[src/rtl/fsic_pkg.sv]
// Shared FSIC definitions: reset sequencer states, reset-cause codes
// and the soft-reset requester priority encoder.
package fsic_pkg;

  typedef enum logic [2:0] {
    ST_SYNC      = 3'd0,
    ST_WAIT_IO   = 3'd1,
    ST_WAIT_CORE = 3'd2,
    ST_WAIT_USER = 3'd3,
    ST_RUN       = 3'd4,
    ST_HOLD      = 3'd5
  } rst_state_e;

  localparam int N_REQ = 4;

  localparam logic [2:0] CAUSE_POR = 3'b000;

  // Lowest set index wins; [0] is the highest priority requester.
  function automatic logic [1:0] prio_idx(
    input logic [N_REQ-1:0] req
  );
    logic [1:0] idx;
    idx = 2'd3;
    priority case (1'b1)
      req[0]:  idx = 2'd0;
      req[1]:  idx = 2'd1;
      req[2]:  idx = 2'd2;
      default: idx = 2'd3;
    endcase
    return idx;
  endfunction

  function automatic logic [2:0] soft_cause(
    input logic [1:0] idx
  );
    return {1'b1, idx};
  endfunction

endpackage

[src/rtl/reset_sync.sv]
// Two-flop reset synchroniser: asynchronous assert, synchronous release.
// Ports: i_clk, i_rst_n (raw), o_pre (stage 1), o_sync (stage 2).
module reset_sync (
  input  logic i_clk,
  input  logic i_rst_n,
  output logic o_pre,
  output logic o_sync
);

  logic [1:0] r_sync;

  always_ff @(posedge i_clk or negedge i_rst_n) begin
    if (!i_rst_n) begin
      r_sync <= 2'b00;
    end else begin
      r_sync <= {r_sync[0], 1'b1};
    end
  end

  assign o_pre  = r_sync[0];
  assign o_sync = r_sync[1];

endmodule

[src/rtl/reset_seq_ctrl.sv]
// Staged reset sequencer: POR release io -> core -> user, plus soft resets.
// Ports: clk, resetb, soft_req/soft_ack, rstb_io/core/user, busy, rst_cause.
module reset_seq_ctrl
  import fsic_pkg::*;
#(
  parameter int DLY_IO   = 4,
  parameter int DLY_CORE = 8,
  parameter int DLY_USER = 16,
  parameter int HOLD     = 8,
  parameter int CNT_W    = 5
) (
  input  logic             clk,
  input  logic             resetb,
  input  logic [N_REQ-1:0] soft_req,
  output logic [N_REQ-1:0] soft_ack,
  output logic             rstb_io,
  output logic             rstb_core,
  output logic             rstb_user,
  output logic             busy,
  output logic [2:0]       rst_cause
);

  localparam logic [CNT_W-1:0] L_IO   = CNT_W'(DLY_IO);
  localparam logic [CNT_W-1:0] L_CORE = CNT_W'(DLY_CORE);
  localparam logic [CNT_W-1:0] L_USER = CNT_W'(DLY_USER);
  localparam logic [CNT_W-1:0] L_HOLD = CNT_W'(HOLD);
  localparam logic [CNT_W-1:0] L_ONE  = CNT_W'(1);

  logic w_pre;
  logic w_sync;

  reset_sync u_sync (
    .i_clk   (clk),
    .i_rst_n (resetb),
    .o_pre   (w_pre),
    .o_sync  (w_sync)
  );

  rst_state_e       r_state;
  logic [CNT_W-1:0] r_cnt;
  logic             r_io;
  logic             r_core;
  logic             r_user;
  logic             r_busy;
  logic [N_REQ-1:0] r_ack;
  logic [2:0]       r_cause;

  rst_state_e       w_state_nxt;
  logic [CNT_W-1:0] w_cnt_nxt;
  logic             w_io_nxt;
  logic             w_core_nxt;
  logic             w_user_nxt;
  logic [N_REQ-1:0] w_ack_nxt;
  logic [2:0]       w_cause_nxt;
  logic [1:0]       w_idx;
  logic             w_tc;

  assign w_idx = prio_idx(soft_req);
  assign w_tc  = (r_cnt == L_ONE);

  always_ff @(posedge clk or negedge resetb) begin
    if (!resetb) begin
      r_state <= ST_SYNC;
      r_cnt   <= '0;
      r_io    <= 1'b0;
      r_core  <= 1'b0;
      r_user  <= 1'b0;
      r_busy  <= 1'b1;
      r_ack   <= '0;
      r_cause <= CAUSE_POR;
    end else begin
      r_state <= w_state_nxt;
      r_cnt   <= w_cnt_nxt;
      r_io    <= w_io_nxt;
      r_core  <= w_core_nxt;
      r_user  <= w_user_nxt;
      r_busy  <= (w_state_nxt != ST_RUN);
      r_ack   <= w_ack_nxt;
      r_cause <= w_cause_nxt;
    end
  end

  always_comb begin
    w_state_nxt = r_state;
    w_cnt_nxt   = r_cnt;
    w_io_nxt    = r_io;
    w_core_nxt  = r_core;
    w_user_nxt  = r_user;
    w_ack_nxt   = '0;
    w_cause_nxt = r_cause;
    unique case (r_state)
      ST_SYNC: begin
        // Leave on the edge where the release lands in stage 2,
        // so that edge is the sequence origin.
        if (w_pre && !w_sync) begin
          w_state_nxt = ST_WAIT_IO;
          w_cnt_nxt   = L_IO;
        end
      end
      ST_WAIT_IO: begin
        if (w_tc) begin
          w_io_nxt    = 1'b1;
          w_cnt_nxt   = L_CORE;
          w_state_nxt = ST_WAIT_CORE;
        end else begin
          w_cnt_nxt = r_cnt - L_ONE;
        end
      end
      ST_WAIT_CORE: begin
        if (w_tc) begin
          w_core_nxt  = 1'b1;
          w_cnt_nxt   = L_USER;
          w_state_nxt = ST_WAIT_USER;
        end else begin
          w_cnt_nxt = r_cnt - L_ONE;
        end
      end
      ST_WAIT_USER: begin
        if (w_tc) begin
          w_user_nxt  = 1'b1;
          w_cnt_nxt   = '0;
          w_state_nxt = ST_RUN;
        end else begin
          w_cnt_nxt = r_cnt - L_ONE;
        end
      end
      ST_RUN: begin
        if (|soft_req) begin
          w_ack_nxt   = N_REQ'(1) << w_idx;
          w_cause_nxt = soft_cause(w_idx);
          w_io_nxt    = 1'b0;
          w_core_nxt  = 1'b0;
          w_user_nxt  = 1'b0;
          w_cnt_nxt   = L_HOLD;
          w_state_nxt = ST_HOLD;
        end
      end
      ST_HOLD: begin
        // Exit edge doubles as the origin of the re-release.
        if (w_tc) begin
          w_cnt_nxt   = L_IO;
          w_state_nxt = ST_WAIT_IO;
        end else begin
          w_cnt_nxt = r_cnt - L_ONE;
        end
      end
      default: begin
        w_state_nxt = ST_SYNC;
        w_cnt_nxt   = '0;
        w_io_nxt    = 1'b0;
        w_core_nxt  = 1'b0;
        w_user_nxt  = 1'b0;
      end
    endcase
  end

  assign soft_ack  = r_ack;
  assign rstb_io   = r_io;
  assign rstb_core = r_core;
  assign rstb_user = r_user;
  assign busy      = r_busy;
  assign rst_cause = r_cause;

endmodule

[config.mk]
export PLATFORM = sky130hd
export DESIGN_NAME = reset_seq_ctrl
export DESIGN_NICKNAME = d
export VERILOG_FILES = /design/src/rtl/fsic_pkg.sv /design/src/rtl/reset_sync.sv /design/src/rtl/reset_seq_ctrl.sv
export SDC_FILE = /design/constraint.sdc
export NUM_CORES = 1
export LEC_CHECK = 0
export ABC_AREA = 1
export CAP_MARGIN = 20
export CORE_ASPECT_RATIO = 2
export CORE_MARGIN = 2
export CORE_UTILIZATION = 32
export DETAILED_ROUTE_END_ITERATION = 8
export GPL_TIMING_DRIVEN = 0
export PLACE_DENSITY = 0.57
export SKIP_LAST_GASP = 1
export SYNTH_ARGS = -nofsm -noshare
export SYNTH_HDL_FRONTEND = slang
export SYNTH_SLANG_ARGS = --single-unit
[constraint.sdc]
create_clock -name clk -period 2.2 [get_ports clk]
set_input_delay 0.44 -clock clk [delete_from_list [all_inputs] [get_ports clk]]
set_output_delay 0.44 -clock clk [all_outputs]
set_load 0.005 [all_outputs]
==> impl_metrics.env, run 1 <==
export IMPL_outcome="finished, final reports clean"
export IMPL_timing_final_crit_period_ns=1.698
export IMPL_die_width_um=44.89
export IMPL_max_freq_mhz=589.0
export IMPL_globalplace_congestion=0.8494
export IMPL_fin_worst_hold_slack_ns=0.3865
export IMPL_powerDensity_nw_per_um2=1050
export IMPL_clock_tree_root_cell="clkbuf_8"
export IMPL_die_h_um=85.77
export IMPL_worst_path_fanout_max=1
export IMPL_drive_gt1_share_pct=9.434
export IMPL_drtIter0Drc=18
export IMPL_yosys_area_share_simple_pct=33.45
export IMPL_critical_path_required_ns=1.76
export IMPL_p_int_uw=832.6
export IMPL_worstHoldPathType="flop to flop"
export IMPL_netSwitchingFraction_pct=39.62
export IMPL_dp_hpwl_mm=1.885
export IMPL_r2r_start="r_cnt[1]"
export IMPL_final_nets=168
export IMPL_unrepaired_setup_endpoints_after_global_routing="false"
export IMPL_share_of_synthesized_area_occupied_by_flip_flops_and_latches_pct=49.24
export IMPL_initial_core_util_pct=33.50
export IMPL_clock_sinks=21
export IMPL_postSynthRegisterBits=21
export IMPL_ff2ff_path_depth=10
export IMPL_synth_area_per_cell_um2=7.696
export IMPL_hold_violations=0
export IMPL_power_combinational_fraction_pct=42.6
export IMPL_irDropWorstVdd_v=0.0005183
export IMPL_share_seq_of_total_power_pct=39.4
export IMPL_tritoncts="yes"
export IMPL_path_clk_slew_ns=0.07
export IMPL_timing_critical_path_from_type="flop"
export IMPL_crit_path_end_kind="primary output"
export IMPL_setup_tns_final_ns=0
export IMPL_num_antenna_cells=0
export IMPL_relSlewSlack_pct=37.58
export IMPL_peak_per_stage_delay_on_the_critical_path_ns=0.52
export IMPL_holdPathEnd="u_sync.r_sync[1]"
export IMPL_rows=29
export IMPL_cts_htree_levels=1
export IMPL_holdCritStartpoint="u_sync.r_sync[0]"
export IMPL_syn_nets=147
export IMPL_power_clock_fraction_pct=18.0
export IMPL_finalCritPeriodShare_pct=77.17
export IMPL_flow_area_growth_from_synthesis_pct=22.81
export IMPL_synthXorXnorAreaFrac_pct=0.8187
export IMPL_cts_buffers=3
export IMPL_first_global_vias=999
export IMPL_maximum_number_of_pins_on_one_net_before_global_route_repair=22
export IMPL_yosysUniqueCellTypes=21
export IMPL_adder_cell_area_share_of_the_yosys_netlist_pct=2.339
export IMPL_postCtsHoldBufs=0
export IMPL_post_route_util_pct=41.14
export IMPL_grt_overflow_total=0
export IMPL_detailroute_via_count=914
export IMPL_synth_top_area_share_pct=46.78
export IMPL_max_slew_worst_pin_slew_ns=0.9334
export IMPL_timing_max_transition_violations_final=0
export IMPL_clk_path_buf_depth=2
export IMPL_path_cells="clkdlybuf4s50_1"
export IMPL_setup_viol=0
export IMPL_i_o_pin_cnt=17
export IMPL_stages_on_the_worst_setup_path=1
export IMPL_hold_path_cell_count=0
export IMPL_yosys_warnings=0
export IMPL_post_route_wl_mm=2.317
export IMPL_drc_errors=0
export IMPL_reg2reg_to="busy"
export IMPL_worst_endpoint_arrival_ns=1.26
export IMPL_syn_instance_count=139
export IMPL_initial_antenna_violation_count=0
export IMPL_critical_path_class="flop to primary output"
export IMPL_cts_resized_gates=0
export IMPL_clk_latency_ns=0.26
export IMPL_post_synthesis_instance_area_um2=1070
export IMPL_synth_compound_gate_area_share_pct=5.380
export IMPL_combinational_family_with_the_most_area_after_synthesis="simple AND/OR/NAND/NOR gates"
export IMPL_detail_route_wl_per_cell_um=12.19
export IMPL_antenna_violating_nets_post_route=0
export IMPL_die_area_um2=3850
export IMPL_maxCapViolCount=0
export IMPL_crit_family="flip-flops"
export IMPL_post_drt_via_cell_ratio=4.811
export IMPL_groute_usage_overall_pct=14.77
export IMPL_leakagePower_uw=0.0007038
export IMPL_post_cts_buffers=0
export IMPL_timing_critical_path_buf_inv=1
export IMPL_core_area_um2=3193
export IMPL_yosys_area_top_type="dfrtp_1"
export IMPL_leading_post_synthesis_cells_by_cell_area="dfrtp_1 (47%), nand2_1 (15%), inv_1 (6.7%)"
export IMPL_worst_clock_skew_ns=0.001215
export IMPL_grt_pass1_wl_mm=4.222
export IMPL_p_sw_uw=546.4
export IMPL_muxShareOfSynthArea_pct=0
export IMPL_drtPass1Iterations=3
export IMPL_place_port_buffers=16
export IMPL_regToRegSetupSlack_ns=0.66
export IMPL_critical_path_slowest_cell="dfstp_2"
-- per-layer routing --
layer | global-route usage, % | wire length (µm)
met1 | 15.20 | 850
met2 | 26.88 | 1306
met3 | 1.684 | 61
met4 | 8.556 | 98
met5 | 0 | 0
-- cell type report --
type	count	area, µm²
fill	352	1879
sequential	21	526.8
multi-input combinational	96	452.9
timing repair buffer	16	160.2
inverter	21	78.83
clock buffer	4	45.04
tap	31	38.79
buffer	1	11.26
-- placed cells by master, fill, tap and decap left out, drive strengths merged --
cell	n
a21oi	2
buf	1
clkbuf	4
clkdlybuf4s50	16
conb	1
dfrtp	20
dfstp	1
ha	2
inv	21
nand2	47
nand3	14
nand3b	1
nor2	18
nor3	1
nor4	1
o21ai	7
o22ai	1
xnor2	1
-- cell usage after synthesis --
library cell,instances
a21oi_1,2
buf_6,1
conb_1,1
dfrtp_1,20
dfstp_2,1
ha_1,2
inv_1,19
inv_2,2
nand2_1,42
nand2_2,4
nand2_4,1
nand3_1,13
nand3_2,1
nand3b_1,1
nor2_1,17
nor2_2,1
nor3_1,1
nor4_1,1
o21ai_0,7
o22ai_2,1
xnor2_1,1
-- worst reg2reg max path, stage by stage (launching register included) --
cell and delay [ns]:
dfrtp_1 0.38, inv_1 0.13, ha_1 0.16, inv_1 0.03, nor2_1 0.14, nand2_2 0.10
buf_6 0.15, nand2_1 0.06, nand3_1 0.11, nand3_2 0.10, nand3_1 0.09
-- registers in the layout, indices dropped and copies added (netlist names) --
register       flops
u_sync.r_sync      2
r_state            3
rstb_core          1
busy               1
soft_ack           4
rstb_user          1
rstb_io            1
r_cnt              5
rst_cause          3
-- how the worst max path moves through the flow --
stage,startpoint,to
2_1_floorplan,r_cnt[1],rstb_user
3_3_place_gp,soft_req[1],r_cnt[2]
3_5_place_dp,soft_req[0],r_cnt[2]
4_1_cts,busy,busy
5_1_grt,busy,busy
6_report,busy,busy
-- power by group through the flow --
stage	sequential, µW	combinational, µW	clock, µW
after floorplan	535	435	0
after global placement	549	583	0
after detailed placement	551	597	0
after CTS	544	599	259
after global routing	559	680	269
final	544	587	248
-- kinds of logic (layout without fill, tap and decap cells) --
kind of cell | Yosys count | in the layout
other | 1 | 1
AND/OR/NAND/NOR | 82 | 82
AO/OA/AOI/OAI | 10 | 10
flip-flops | 21 | 21
buffers and inverters | 22 | 42
adder cells (fa/ha/maj) | 2 | 2
XOR/XNOR | 1 | 1
-- through the flow --
step	instances	cell area, µm²	setup slack [ns]	total power, µW
2_1_floorplan	139	1070	0.8873	970.1
3_3_place_gp	186	1269	0.4432	1132
3_5_place_dp	186	1269	0.4475	1149
4_1_cts	190	1314	0.4861	1402
5_1_grt	190	1314	0.4708	1508
6_report	190	1314	0.5022	1379
No activity file was read; power rests on OpenSTA's default activity.
==> run 2: changes to the inputs <==
Clock period 2.2 ns to 1.6 ns, I/O delays scaled along.
==> run 2 against run 1 <==
  * Combinational power up 38%
  * Worst setup slack worse by 0.36 ns
  * Critical endpoint is now busy
  * Die area unchanged
  * Cell area up 0.38%
  * Register-to-register slack got worse by 0.52 ns
==> impl_metrics.env, run 2 (synthesis gave the netlist of run 1 again) <==
export IMPL_worst_path_fanout_max=10
export IMPL_postCtsHoldBufs=0
export IMPL_groute_usage_overall_pct=14.77
export IMPL_unrepaired_setup_endpoints_after_global_routing="false"
export IMPL_clock_sinks=21
export IMPL_grt_pass1_wl_mm=4.222
export IMPL_relSlewSlack_pct=37.93
export IMPL_ff2ff_path_depth=10
export IMPL_hold_path_cell_count=0
export IMPL_stages_on_the_worst_setup_path=10
export IMPL_cts_htree_levels=1
export IMPL_tritoncts="yes"
export IMPL_timing_critical_path_buf_inv=3
export IMPL_clock_tree_root_cell="clkbuf_8"
export IMPL_worst_endpoint_arrival_ns=1.64
export IMPL_maximum_number_of_pins_on_one_net_before_global_route_repair=22
export IMPL_final_cells=190
export IMPL_die_area_um2=3850
export IMPL_crit_path_end_kind="flop"
export IMPL_detailed_place_area_um2=1269
export IMPL_seqCellArea_um2=526.8
export IMPL_clk_path_buf_depth=2
export IMPL_max_reg_flops=5
export IMPL_drtIter0Drc=18
export IMPL_post_drt_via_cell_ratio=4.863
export IMPL_cts_buffers=3
export IMPL_final_critical_path_setup_slack_ns=0.1382
export IMPL_leakagePower_uw=0.0007055
export IMPL_flow_area_growth_from_synthesis_pct=23.27
export IMPL_met3RoutedLength_um=58
export IMPL_hold_violations=0
export IMPL_setup_viol=0
export IMPL_grt_overflow_total=0
export IMPL_routed_wl_met2_mm=1.325
export IMPL_finalCritPeriodShare_pct=91.36
export IMPL_critical_path_slowest_cell="dfrtp_1"
export IMPL_worst_clock_skew_ns=0.002253
export IMPL_globalplace_congestion=0.8494
export IMPL_register_ranked_first_by_flip_flop_count="r_cnt"
export IMPL_max_slew_worst_pin_slew_ns=0.9281
export IMPL_place_port_buffers=16
export IMPL_peak_per_stage_delay_on_the_critical_path_ns=0.39
export IMPL_drc_errors=0
export IMPL_detailroute_via_count=924
export IMPL_dp_slack_ns=-0.03250
export IMPL_maxCapViolCount=0
export IMPL_irDropWorstVdd_v=0.0007161
export IMPL_max_freq_mhz=684.1
export IMPL_timing_final_crit_period_ns=1.462
export IMPL_drtPass1Iterations=4
export IMPL_path_clk_slew_ns=0.07
export IMPL_layout_cells_most_common_list="nand2_1 (42), dfrtp_1 (20), inv_1 (18)"
export IMPL_core_area_um2=3193
export IMPL_multi_input_comb_area_um2=455.4
export IMPL_initial_core_util_pct=33.50
export IMPL_i_o_pin_cnt=17
export IMPL_die_h_um=85.77
export IMPL_initial_antenna_violation_count=0
export IMPL_setup_tns_final_ns=0
export IMPL_crit_family="simple AND/OR/NAND/NOR gates"
export IMPL_cpMostUsedCell="nand3_1"
export IMPL_critical_path_class="flop to flop"
export IMPL_timing_critical_path_from_type="flop"
export IMPL_final_nets=168
export IMPL_dp_hpwl_mm=1.885
export IMPL_critical_path_required_ns=1.78
export IMPL_clk_latency_ns=0.26
export IMPL_outcome="finished, final reports clean"
export IMPL_detail_route_wl_per_cell_um=12.26
export IMPL_path_cells="inv_2 > ha_1 > inv_1 > nor2_2 > nand2_2 > buf_6 > nand2_1 > nand3_1 > nand3_2 > nand3_1"
export IMPL_first_global_vias=999
export IMPL_route_layer_met1_wl_um=851
export IMPL_drive_gt1_share_pct=10.69
export IMPL_most_common_library_cell_in_the_layout_ignoring_fill_and_taps="nand2_1"
export IMPL_die_width_um=44.89
export IMPL_powerDensity_nw_per_um2=1445
export IMPL_worstHoldPathType="flop to flop"
export IMPL_num_antenna_cells=0
export IMPL_antenna_violating_nets_post_route=0
export IMPL_postLayoutCellArea_um2=1319
export IMPL_timing_max_transition_violations_final=0
export IMPL_nFillCells=353
export IMPL_rows=29
export IMPL_top_metal_used="met4"
export IMPL_post_route_wl_mm=2.330
export IMPL_placedCellCount=186
==> run 2: cell count changes in the layout (fill, tap and decap cells not counted) <==
cell | before | now
nor2_1 | 17 | 16
inv_2 | 2 | 3
inv_1 | 19 | 18
nor2_2 | 1 | 2
dlymetal6s2s_1 | 0 | 1
clkdlybuf4s50_1 | 16 | 15
==> run 2: where the power goes <==
group	switching, µW	internal [µW]	total [µW]
clock	167	177	344
combinational	488	322	810
sequential	106	646	752
==> run 2: layout make-up <==
cell class	instances	area share, %
flip-flops and latches	21	39.94
multi-input cells	96	34.54
repair buffers	16	12.33
inverters	21	5.977
clock buffers	4	3.416
well taps	31	2.941
plain buffers	1	0.8539
==> run 2: worst reg2reg max path, delay by kind of cell (launching register included) <==
family | cells | cell delay, ns
fa+ha+maj | 1 | 0.14
simple gates | 6 | 0.57
flops | 1 | 0.39
buf+inv | 3 | 0.28
==> run 2: timing repair <==
action,4_1_cts,5_1_grt
gates resized for setup,0,3
buffers inserted,0,0
setup endpoints to repair,0,3
==> run 2: layer usage <==
layer | vias to the layer above | global-route usage (%)
li1 | 465 | -
met1 | 427 | 15.20
met2 | 23 | 26.88
met3 | 9 | 1.684
met4 | 0 | 8.556
met5 | - | 0
==> run 2: stage by stage <==
step,hold WS (ns),util (%),total power [µW]
after floorplan,0.02441,-,1334
after global placement,0.3607,39.73,1556
after detailed placement,0.3748,39.73,1579
after CTS,0.3925,41.14,1928
after global routing,0.4110,41.30,2081
final,0.3869,41.30,1906
==> run 2: final timing paths <==
path	from	endpoint	slack (ns)
max	r_cnt[1]	busy	0.14
min	u_sync.r_sync[0]	u_sync.r_sync[1]	0.39
max reg2reg	r_cnt[1]	busy	0.14
min reg2reg	u_sync.r_sync[0]	u_sync.r_sync[1]	0.39
max in group asynchronous	resetb	r_state[0]	0.46
min in group asynchronous	resetb	r_cnt[1]	0.58
